## src/rtl/memory_stage_pkg.sv

```systemverilog
// Shared definitions for the MEM pipeline stage: control-word bit positions,
// FSM state encoding and the MEM/WB register layout.
package memory_stage_pkg;

   localparam int REGWRITE = 3;
   localparam int MEMTOREG = 2;
   localparam int MEMREAD  = 1;
   localparam int MEMWRITE = 0;

   localparam int MEMWB_W = 38;

   typedef enum logic [1:0] {
      IDLE  = 2'd0,
      WAIT  = 2'd1,
      ABORT = 2'd2
   } state_t;

   // MEM/WB layout, MSB first: {RegWrite, rd[4:0], data[31:0]}
   function automatic logic [MEMWB_W-1:0] pack_memwb(input logic        reg_write,
                                                     input logic [4:0]  rd,
                                                     input logic [31:0] data);
      return {reg_write, rd, data};
   endfunction

endpackage

```

## src/rtl/pipeline_register.sv

```systemverilog
// Generic pipeline register with synchronous reset and a hold (enable-low) input.
module pipeline_register #(
   parameter int WIDTH = 32
) (
   input  logic             clk,
   input  logic             rst,
   input  logic             Hold_data,
   input  logic [WIDTH-1:0] data_i,
   output logic [WIDTH-1:0] data_o
);

   logic [WIDTH-1:0] data_q;

   always_ff @(posedge clk) begin
      if (rst) begin
         data_q <= '0;
      end else if (!Hold_data) begin
         data_q <= data_i;
      end
   end

   assign data_o = data_q;

endmodule

```

## src/rtl/memory_stage.sv

```systemverilog
// MEM pipeline stage: issues data-memory requests, stalls upstream while waiting
// for ack, aborts on timeout or misalignment, and loads the MEM/WB register.
module memory_stage
   import memory_stage_pkg::*;
#(
   parameter int TIMEOUT = 16
) (
   input  logic        clk,
   input  logic        rst,
   input  logic [3:0]  EX_MEM_CU_signals,
   input  logic [31:0] EX_MEM_ALU_result,
   input  logic [31:0] EX_MEM_DMEM_wr_data,
   input  logic [4:0]  EX_MEM_wr_addr,
   input  logic [31:0] dmem_rdata,
   input  logic        dmem_ack,
   output logic        dmem_req,
   output logic        dmem_we,
   output logic [31:0] dmem_addr,
   output logic [31:0] dmem_wdata,
   output logic        Mem_stall,
   output logic        dmem_err,
   output logic        MEM_WB_RegWrite,
   output logic [4:0]  MEM_WB_rd_field,
   output logic [31:0] MEM_WB_wr_data,
   output state_t      dbg_state_o
);

   localparam logic [7:0] TO_LAST = 8'(TIMEOUT - 1);

   state_t              state_q, state_d;
   logic [7:0]          cnt_q, cnt_d;
   logic                err_q, err_d;

   logic                mem_op;
   logic                misaligned;
   logic                ack_v;
   logic                timeout_hit;
   logic                bubble;
   logic [31:0]         rdata_sel;
   logic [MEMWB_W-1:0]  memwb_d;
   logic [MEMWB_W-1:0]  memwb_q;

   // Request side and stall; a read wins when both MemRead and MemWrite are set.
   always_comb begin
      mem_op      = EX_MEM_CU_signals[MEMREAD] | EX_MEM_CU_signals[MEMWRITE];
      misaligned  = mem_op && (EX_MEM_ALU_result[1:0] != 2'b00);
      dmem_req    = !rst && mem_op && !misaligned && (state_q != ABORT);
      dmem_we     = EX_MEM_CU_signals[MEMWRITE] && !EX_MEM_CU_signals[MEMREAD];
      dmem_addr   = {EX_MEM_ALU_result[31:2], 2'b00};
      dmem_wdata  = EX_MEM_DMEM_wr_data;
      ack_v       = dmem_req && dmem_ack;
      timeout_hit = (state_q == WAIT) && (cnt_q >= TO_LAST) && !ack_v;
      Mem_stall   = dmem_req && !ack_v && !timeout_hit;
   end

   // MEM/WB next value: bubble on stall, misalignment or timeout.
   always_comb begin
      rdata_sel = '0;
      if (ack_v && EX_MEM_CU_signals[MEMREAD]) begin
         rdata_sel = dmem_rdata;
      end
      bubble  = Mem_stall || misaligned || timeout_hit;
      memwb_d = '0;
      if (!bubble) begin
         memwb_d = pack_memwb(EX_MEM_CU_signals[REGWRITE], EX_MEM_wr_addr,
                              EX_MEM_CU_signals[MEMTOREG] ? rdata_sel : EX_MEM_ALU_result);
      end
   end

   // cnt_q holds the number of stall cycles already spent on the current access.
   always_comb begin
      state_d = state_q;
      cnt_d   = cnt_q;
      err_d   = err_q | timeout_hit | misaligned;
      case (state_q)
         IDLE: begin
            cnt_d = 8'd0;
            if (dmem_req && !dmem_ack) begin
               state_d = WAIT;
               cnt_d   = 8'd1;
            end
         end
         WAIT: begin
            if (!dmem_req || ack_v) begin
               state_d = IDLE;
               cnt_d   = 8'd0;
            end else if (timeout_hit) begin
               state_d = ABORT;
            end else if (cnt_q != 8'hFF) begin
               cnt_d = cnt_q + 8'd1;
            end
         end
         ABORT: begin
            state_d = IDLE;
            cnt_d   = 8'd0;
         end
         default: begin
            state_d = IDLE;
            cnt_d   = 8'd0;
         end
      endcase
   end

   always_ff @(posedge clk) begin
      if (rst) begin
         state_q <= IDLE;
         cnt_q   <= 8'd0;
         err_q   <= 1'b0;
      end else begin
         state_q <= state_d;
         cnt_q   <= cnt_d;
         err_q   <= err_d;
      end
   end

   pipeline_register #(.WIDTH(MEMWB_W)) u_mem_wb (
      .clk       (clk),
      .rst       (rst),
      .Hold_data (1'b0),
      .data_i    (memwb_d),
      .data_o    (memwb_q)
   );

   assign {MEM_WB_RegWrite, MEM_WB_rd_field, MEM_WB_wr_data} = memwb_q;
   assign dmem_err    = err_q;
   assign dbg_state_o = state_q;

endmodule

```

## config.mk

```make
export PLATFORM = sky130hd
export DESIGN_NAME = memory_stage
export DESIGN_NICKNAME = d
export VERILOG_FILES = /design/src/rtl/memory_stage_pkg.sv /design/src/rtl/pipeline_register.sv /design/src/rtl/memory_stage.sv
export SDC_FILE = /design/constraint.sdc
export NUM_CORES = 1
export LEC_CHECK = 0
export CAP_MARGIN = 5
export CELL_PAD_IN_SITES_DETAIL_PLACEMENT = 0
export CELL_PAD_IN_SITES_GLOBAL_PLACEMENT = 2
export CORE_MARGIN = 2
export CORE_UTILIZATION = 17
export CTS_CLUSTER_SIZE = 28
export DETAILED_ROUTE_END_ITERATION = 10
export GPL_ROUTABILITY_DRIVEN = 0
export HOLD_SLACK_MARGIN = 0.15
export PLACE_DENSITY = 0.91
export SLEW_MARGIN = 0
export SYNTH_ARGS = -nofsm -noshare
export SYNTH_HDL_FRONTEND = slang
export SYNTH_SLANG_ARGS = --single-unit
```

## constraint.sdc

```tcl
create_clock -name clk -period 4.9 [get_ports clk]
set_input_delay 1.47 -clock clk [delete_from_list [all_inputs] [get_ports clk]]
set_output_delay 1.47 -clock clk [all_outputs]
set_load 0.005 [all_outputs]
```

After elaboration in Yosys (flattened, before gate mapping) --
Cells that the tools add are included.
Storage, ports and cells: register bits after elaboration 49, bits in latches 0, memory bits (writable) 0, bits in read-only memories 0, bits of input ports 108, output and inout bits 108, logic and storage cells 54, memories kept 0
Operators by class: add/sub/neg operators 1, multiply operators 0, divide/modulo/power cells 0, $lt $le $gt $ge 1, equality and inequality tests 7, shifts and indexed selects 0, muxes and demuxes 11, bitwise operators 3, reduce and logical (&&, ||, !) cells 27
Operators with widths (number):
- $mux W32 | 2
- $mux W8 | 3
- $pmux W8 S2 | 1
- $logic_and A1 B1 Y1 | 12
- $add A8 B1 Y8 const B | 1
- $ge A8 B4 Y1 const B | 1
- $ne A8 B8 Y1 const B | 1
- $logic_not A1 Y1 | 7
- $mux W2 | 3
- $ne A3 B2 Y1 const B | 2
- $ne A2 B2 Y1 const B | 2
- $pmux W2 S2 | 1
- $reduce_and A2 Y1 | 2
- $logic_or A1 B1 Y1 | 3
- $ne A3 B1 Y1 const B | 1
- $or A1 B1 Y1 | 3
- $eq A2 B1 Y1 const B | 1
- $logic_not A2 Y1 | 1
- $reduce_bool A2 Y1 | 1
- $reduce_or A2 Y1 | 1
- $mux W1 | 1

Logic depth before layout (Yosys ltp) --
depth after elaboration 13, depth in mapped cells 6, depth with buffers taken out 4

Modules after synthesis --
From an unflattened synthesis, not the netlist that was laid out.
Second synthesis, totals: cells, all modules 340, area total of the unflattened synthesis 2854.0 µm²
By module, submodules not included:
- memory_stage | times used 1, cells an instance 218, area an instance 1495.2 µm², seq. area each 220.2 µm²
- pipeline_register | times used 1, cells an instance 122, area an instance 1358.8 µm², seq. area each 760.7 µm²

Least setup slack after synthesis --
OpenSTA, ideal clock, no wires.
kind input-to-output, start point input EX_MEM_ALU_result[1], end point output Mem_stall, arrival 2271 ps, data required time 3430 ps, slack 1159 ps, cell stages on the path 3, path buffers 0, path through nor3_1 and3_1 and3_1
On the way: word-level cells in the longest chain between the ends 10, elaborated cells on any way between the ends 11, those cells by class reduce/logical (11)
Ends and longest elaborated chain:
- from (decl) | line memory_stage.sv:11 | input logic [31:0] EX_MEM_ALU_result,
- $reduce_bool A2 Y1 (*) | line memory_stage.sv:46 | misaligned = mem_op && (EX_MEM_ALU_result[1:0] != 2'b00);
- $logic_and A1 B1 Y1 (*) | line memory_stage.sv:46
- $logic_not A1 Y1 (*) | line memory_stage.sv:47 | dmem_req = !rst && mem_op && !misaligned && (state_q != ABORT);
- $logic_and A1 B1 Y1 (*) (2 in series) | line memory_stage.sv:47
- via dmem_req | line memory_stage.sv:16 | output logic dmem_req,
- $logic_and A1 B1 Y1 | line memory_stage.sv:51 | ack_v = dmem_req && dmem_ack;
- $logic_not A1 Y1 | line memory_stage.sv:52, memory_stage.sv:53
- $logic_and A1 B1 Y1 | line memory_stage.sv:52 | timeout_hit = (state_q == WAIT) && (cnt_q >= TO_LAST) && !ack_v;
- $logic_not A1 Y1 | line memory_stage.sv:53 | Mem_stall = dmem_req && !ack_v && !timeout_hit;
- $logic_and A1 B1 Y1 (*) | line memory_stage.sv:53
- to (decl) | line memory_stage.sv:20 | output logic Mem_stall,
Mark *: on every way through the listed nets, which the timed path passes. The rest lies on a longest branch.

Final worst setup path --
start point input EX_MEM_CU_signals[1], end point output Mem_stall
On the way: word-level cells in the longest chain between the ends 10, elaborated cells on any way between the ends 12, those cells by class bitwise (1); reduce/logical (11)
Ends and longest elaborated chain:
- from (decl) | line memory_stage.sv:10 | input logic [3:0] EX_MEM_CU_signals,
- $or A1 B1 Y1 (*) | line memory_stage.sv:45 | mem_op = EX_MEM_CU_signals[MEMREAD] | EX_MEM_CU_signals[MEMWRITE];
- $logic_and A1 B1 Y1 | line memory_stage.sv:46
- $logic_not A1 Y1 | line memory_stage.sv:47
- $logic_and A1 B1 Y1 (*) (2 in series) | line memory_stage.sv:47
- $logic_and A1 B1 Y1 | line memory_stage.sv:51
- $logic_not A1 Y1 | line memory_stage.sv:52, memory_stage.sv:53
- $logic_and A1 B1 Y1 | line memory_stage.sv:52
- $logic_not A1 Y1 | line memory_stage.sv:53
- $logic_and A1 B1 Y1 (*) | line memory_stage.sv:53
Every way passes the cells marked *; elsewhere a longest branch is shown, timed or not.

==> impl_metrics.env <==
export IMPL_r2r_end="u_mem_wb.data_o[30]"
export IMPL_grt_setup_unrepaired="no"
export IMPL_n_antenna_cell=0
export IMPL_yosys_area_top_type="dfxtp_1"
export IMPL_r2r_start="cnt_q[0]"
export IMPL_finalCritPeriodShare_pct=95.2
export IMPL_required_ns=3.43
export IMPL_min_from="dbg_state_o[0]"
export IMPL_power_density_mw_per_mm2=248
export IMPL_worst_slew_pin_slew_ns=0.812
export IMPL_grt_first_pass_wirelength_mm=12.7
export IMPL_irDropWorstVdd_mv=0.120
export IMPL_clockBufferDepth=2
export IMPL_grt_overflow_total=0
export IMPL_final_cells=546
export IMPL_port_buffers=149
export IMPL_setup_ws_ns=0.234
export IMPL_cts_root_buffer="clkbuf_16"
export IMPL_cts_made_buffers=5
export IMPL_cts_clk_slew_worst_paths_ns=0.07
export IMPL_cts_setup_buffers=0
export IMPL_startpoint_type="input port"
export IMPL_seq_area_frac_synth_pct=38.4
export IMPL_cts_resized=0
export IMPL_hold_buffers=0
export IMPL_crit_path_end_kind="primary output"
export IMPL_hold_end="dbg_state_o[0]"
export IMPL_grt_use_total_pct=10.3
export IMPL_dp_cells=538
export IMPL_antenna_found_initial=0
export IMPL_htree_levels=2
export IMPL_reg2reg_depth=5
export IMPL_numClockSinks=49
export IMPL_ant_nets=0
export IMPL_cts_tree="done"
export IMPL_grt_pass1_vias=2366
export IMPL_status="completed"
export IMPL_synth_cell_types=32
export IMPL_dr_pass1_iters=4
export IMPL_setup_viol=0
export IMPL_drc=0
export IMPL_hold_viol=0
export IMPL_max_freq_ghz=0.214
export IMPL_area_delta_synth_final_pct=54.0
export IMPL_fin_util_pct=27.0
export IMPL_fin_nets=470
export IMPL_rows=44
export IMPL_die_w_um=127
export IMPL_maxSlewHeadroom_pct=45.7
export IMPL_synth_seq_cells=49
export IMPL_r2r_setup_slack_ns=2.80
export IMPL_start_util_pct=17.5
export IMPL_drt_iter0_drc=64
export IMPL_period_needed_ns=4.67
export IMPL_critPathMaxFanout=5
export IMPL_fin_setup_tns_ns=0
export IMPL_critical_path_arrival_ns=3.20
export IMPL_syn_avg_cell_area_sq_um=8.93
export IMPL_dp_slack_ns=0.260
export IMPL_clock_skew_ns=0.00660
export IMPL_fill_cells=1567
export IMPL_min_path_type="reg2reg"
export IMPL_yosysWarnings=0
export IMPL_die_area_sq_mm=0.0160
export IMPL_synth_cells=286
export IMPL_drt_wl_total_mm=8.52
export IMPL_p_leak_nw=1.31
export IMPL_core_area_sq_mm=0.0146
export IMPL_die_y_um=127
export IMPL_pin_count=216
export IMPL_grt_max_degree=39
export IMPL_netlist_area_leader_share_pct=38.4
export IMPL_routedWlPerCell_um=15.6
export IMPL_syn_area_sq_mm=0.00255
export IMPL_drive_gt1_share_pct=4.97
export IMPL_drv_cap=0
export IMPL_insertion_delay_ns=0.30
export IMPL_dpl_hpwl_mm=6.53
export IMPL_holdPathStages=1
export IMPL_synth_area_top_cells="dfxtp_1 (38%), buf_4 (19%), a41oi_1 (11%)"
export IMPL_vias=2327
export IMPL_crit_type="in2out"
export IMPL_vias_per_cell=4.26
export IMPL_final_max_slew_viol_count=0
==> layout by cell type (no fill, tap or decap), drive strengths merged, types with 3 or more instances in the layout <==
cell,Yosys,final
clkdlybuf4s50,0,149
dfxtp,49,49
nor3,34,34
nor2b,33,33
a41oi,32,32
nor3b,6,6
a21oi,5,5
clkbuf,17,5
buf,70,5
and3,4,4
or3,4,4
and2,4,4
nand3,3,3
or4,3,3
==> metrics by stage <==
| stage | power, mW | hold slack [ns] | area [sq um] |
|---|---|---|---|
| after floorplan | 0.504 | 0.465 | 2560 |
| after global placement | 0.586 | 0.474 | 3760 |
| after detailed placement | 0.586 | 0.483 | 3760 |
| after CTS | 0.993 | 0.499 | 3930 |
| after global routing | 1.02 | 0.509 | 3930 |
| final | 0.974 | 0.491 | 3930 |
==> how the worst max path moves through the flow <==
stage,start,endpoint,slack [ns],cells after the start
floorplan,EX_MEM_ALU_result[1],Mem_stall,1.16,3
global placement,EX_MEM_CU_signals[1],Mem_stall,0.27,5
detailed placement,EX_MEM_CU_signals[1],Mem_stall,0.26,5
CTS,EX_MEM_CU_signals[1],Mem_stall,0.24,5
global route,EX_MEM_CU_signals[1],Mem_stall,0.18,5
finish,EX_MEM_CU_signals[1],Mem_stall,0.23,5
==> routing by layer <==
metal | vias to the layer above | track usage, % | routed length (um) | part of all wire [%]
li1 | 1105 | - | - | -
met1 | 1084 | 13.0 | 3780 | 44
met2 | 110 | 16.6 | 3910 | 46
met3 | 28 | 2.83 | 601 | 7.1
met4 | 0 | 4.14 | 230 | 2.7
met5 | - | 0 | 0 | 0
==> power breakdown <==
group / leakage (nW) / internal (mW) / switching (mW) / total, mW
registers: 0.397 / 0.407 / 0.00309 / 0.410
clock network: 0.0800 / 0.242 / 0.156 / 0.398
logic: 0.831 / 0.108 / 0.0575 / 0.166
==> layout make-up <==
class	instances	area (sq um)	area share [%]
multi-input cells	149	1000	25.5
clock inverters	3	46.3	1.18
inverters	2	7.51	0.191
clock buffers	5	125	3.18
repair buffers	154	1540	39.2
flip-flops and latches	49	981	24.9
well taps	184	230	5.85
==> cells in the mapped netlist (all sizes together) <==
master,number
o31ai,2
dfxtp,49
nand2,1
conb,1
nand3,3
and3,4
nor3b,6
o22a,1
a211oi,1
a311o,1
a21o,1
a41oi,32
clkbuf,17
inv,2
nand2b,2
or3,4
nor2,2
nor2b,33
nor4,2
buf,70
a31oi,1
and2,4
ha,1
or2,1
a221oi,1
or4,3
nor3,34
a21oi,5
o21ai,2
==> registers in the layout, indices dropped and copies added (netlist names) <==
| name | cells |
|---|---|
| u_mem_wb.data_o | 38 |
| cnt_q | 8 |
| dbg_state_o | 2 |
| dmem_err | 1 |
==> kinds of logic (layout without fill, tap and decap cells) <==
family / Yosys count / after routing / synth area share (%)
compound gates: 47 / 47 / 14.8
other cells: 1 / 2 / 0.147
simple gates: 99 / 99 / 22.8
fa+ha+maj: 1 / 1 / 0.490
flops: 49 / 49 / 38.4
buf+inv: 89 / 164 / 23.3
==> critical path: stages <==
cell and delay, ns:
clkdlybuf4s50_1 0.47, or2_2 0.37, and3_1 0.24, and3_1 0.19, clkdlybuf4s50_1 0.45
Power figures use the tool's default switching activity.
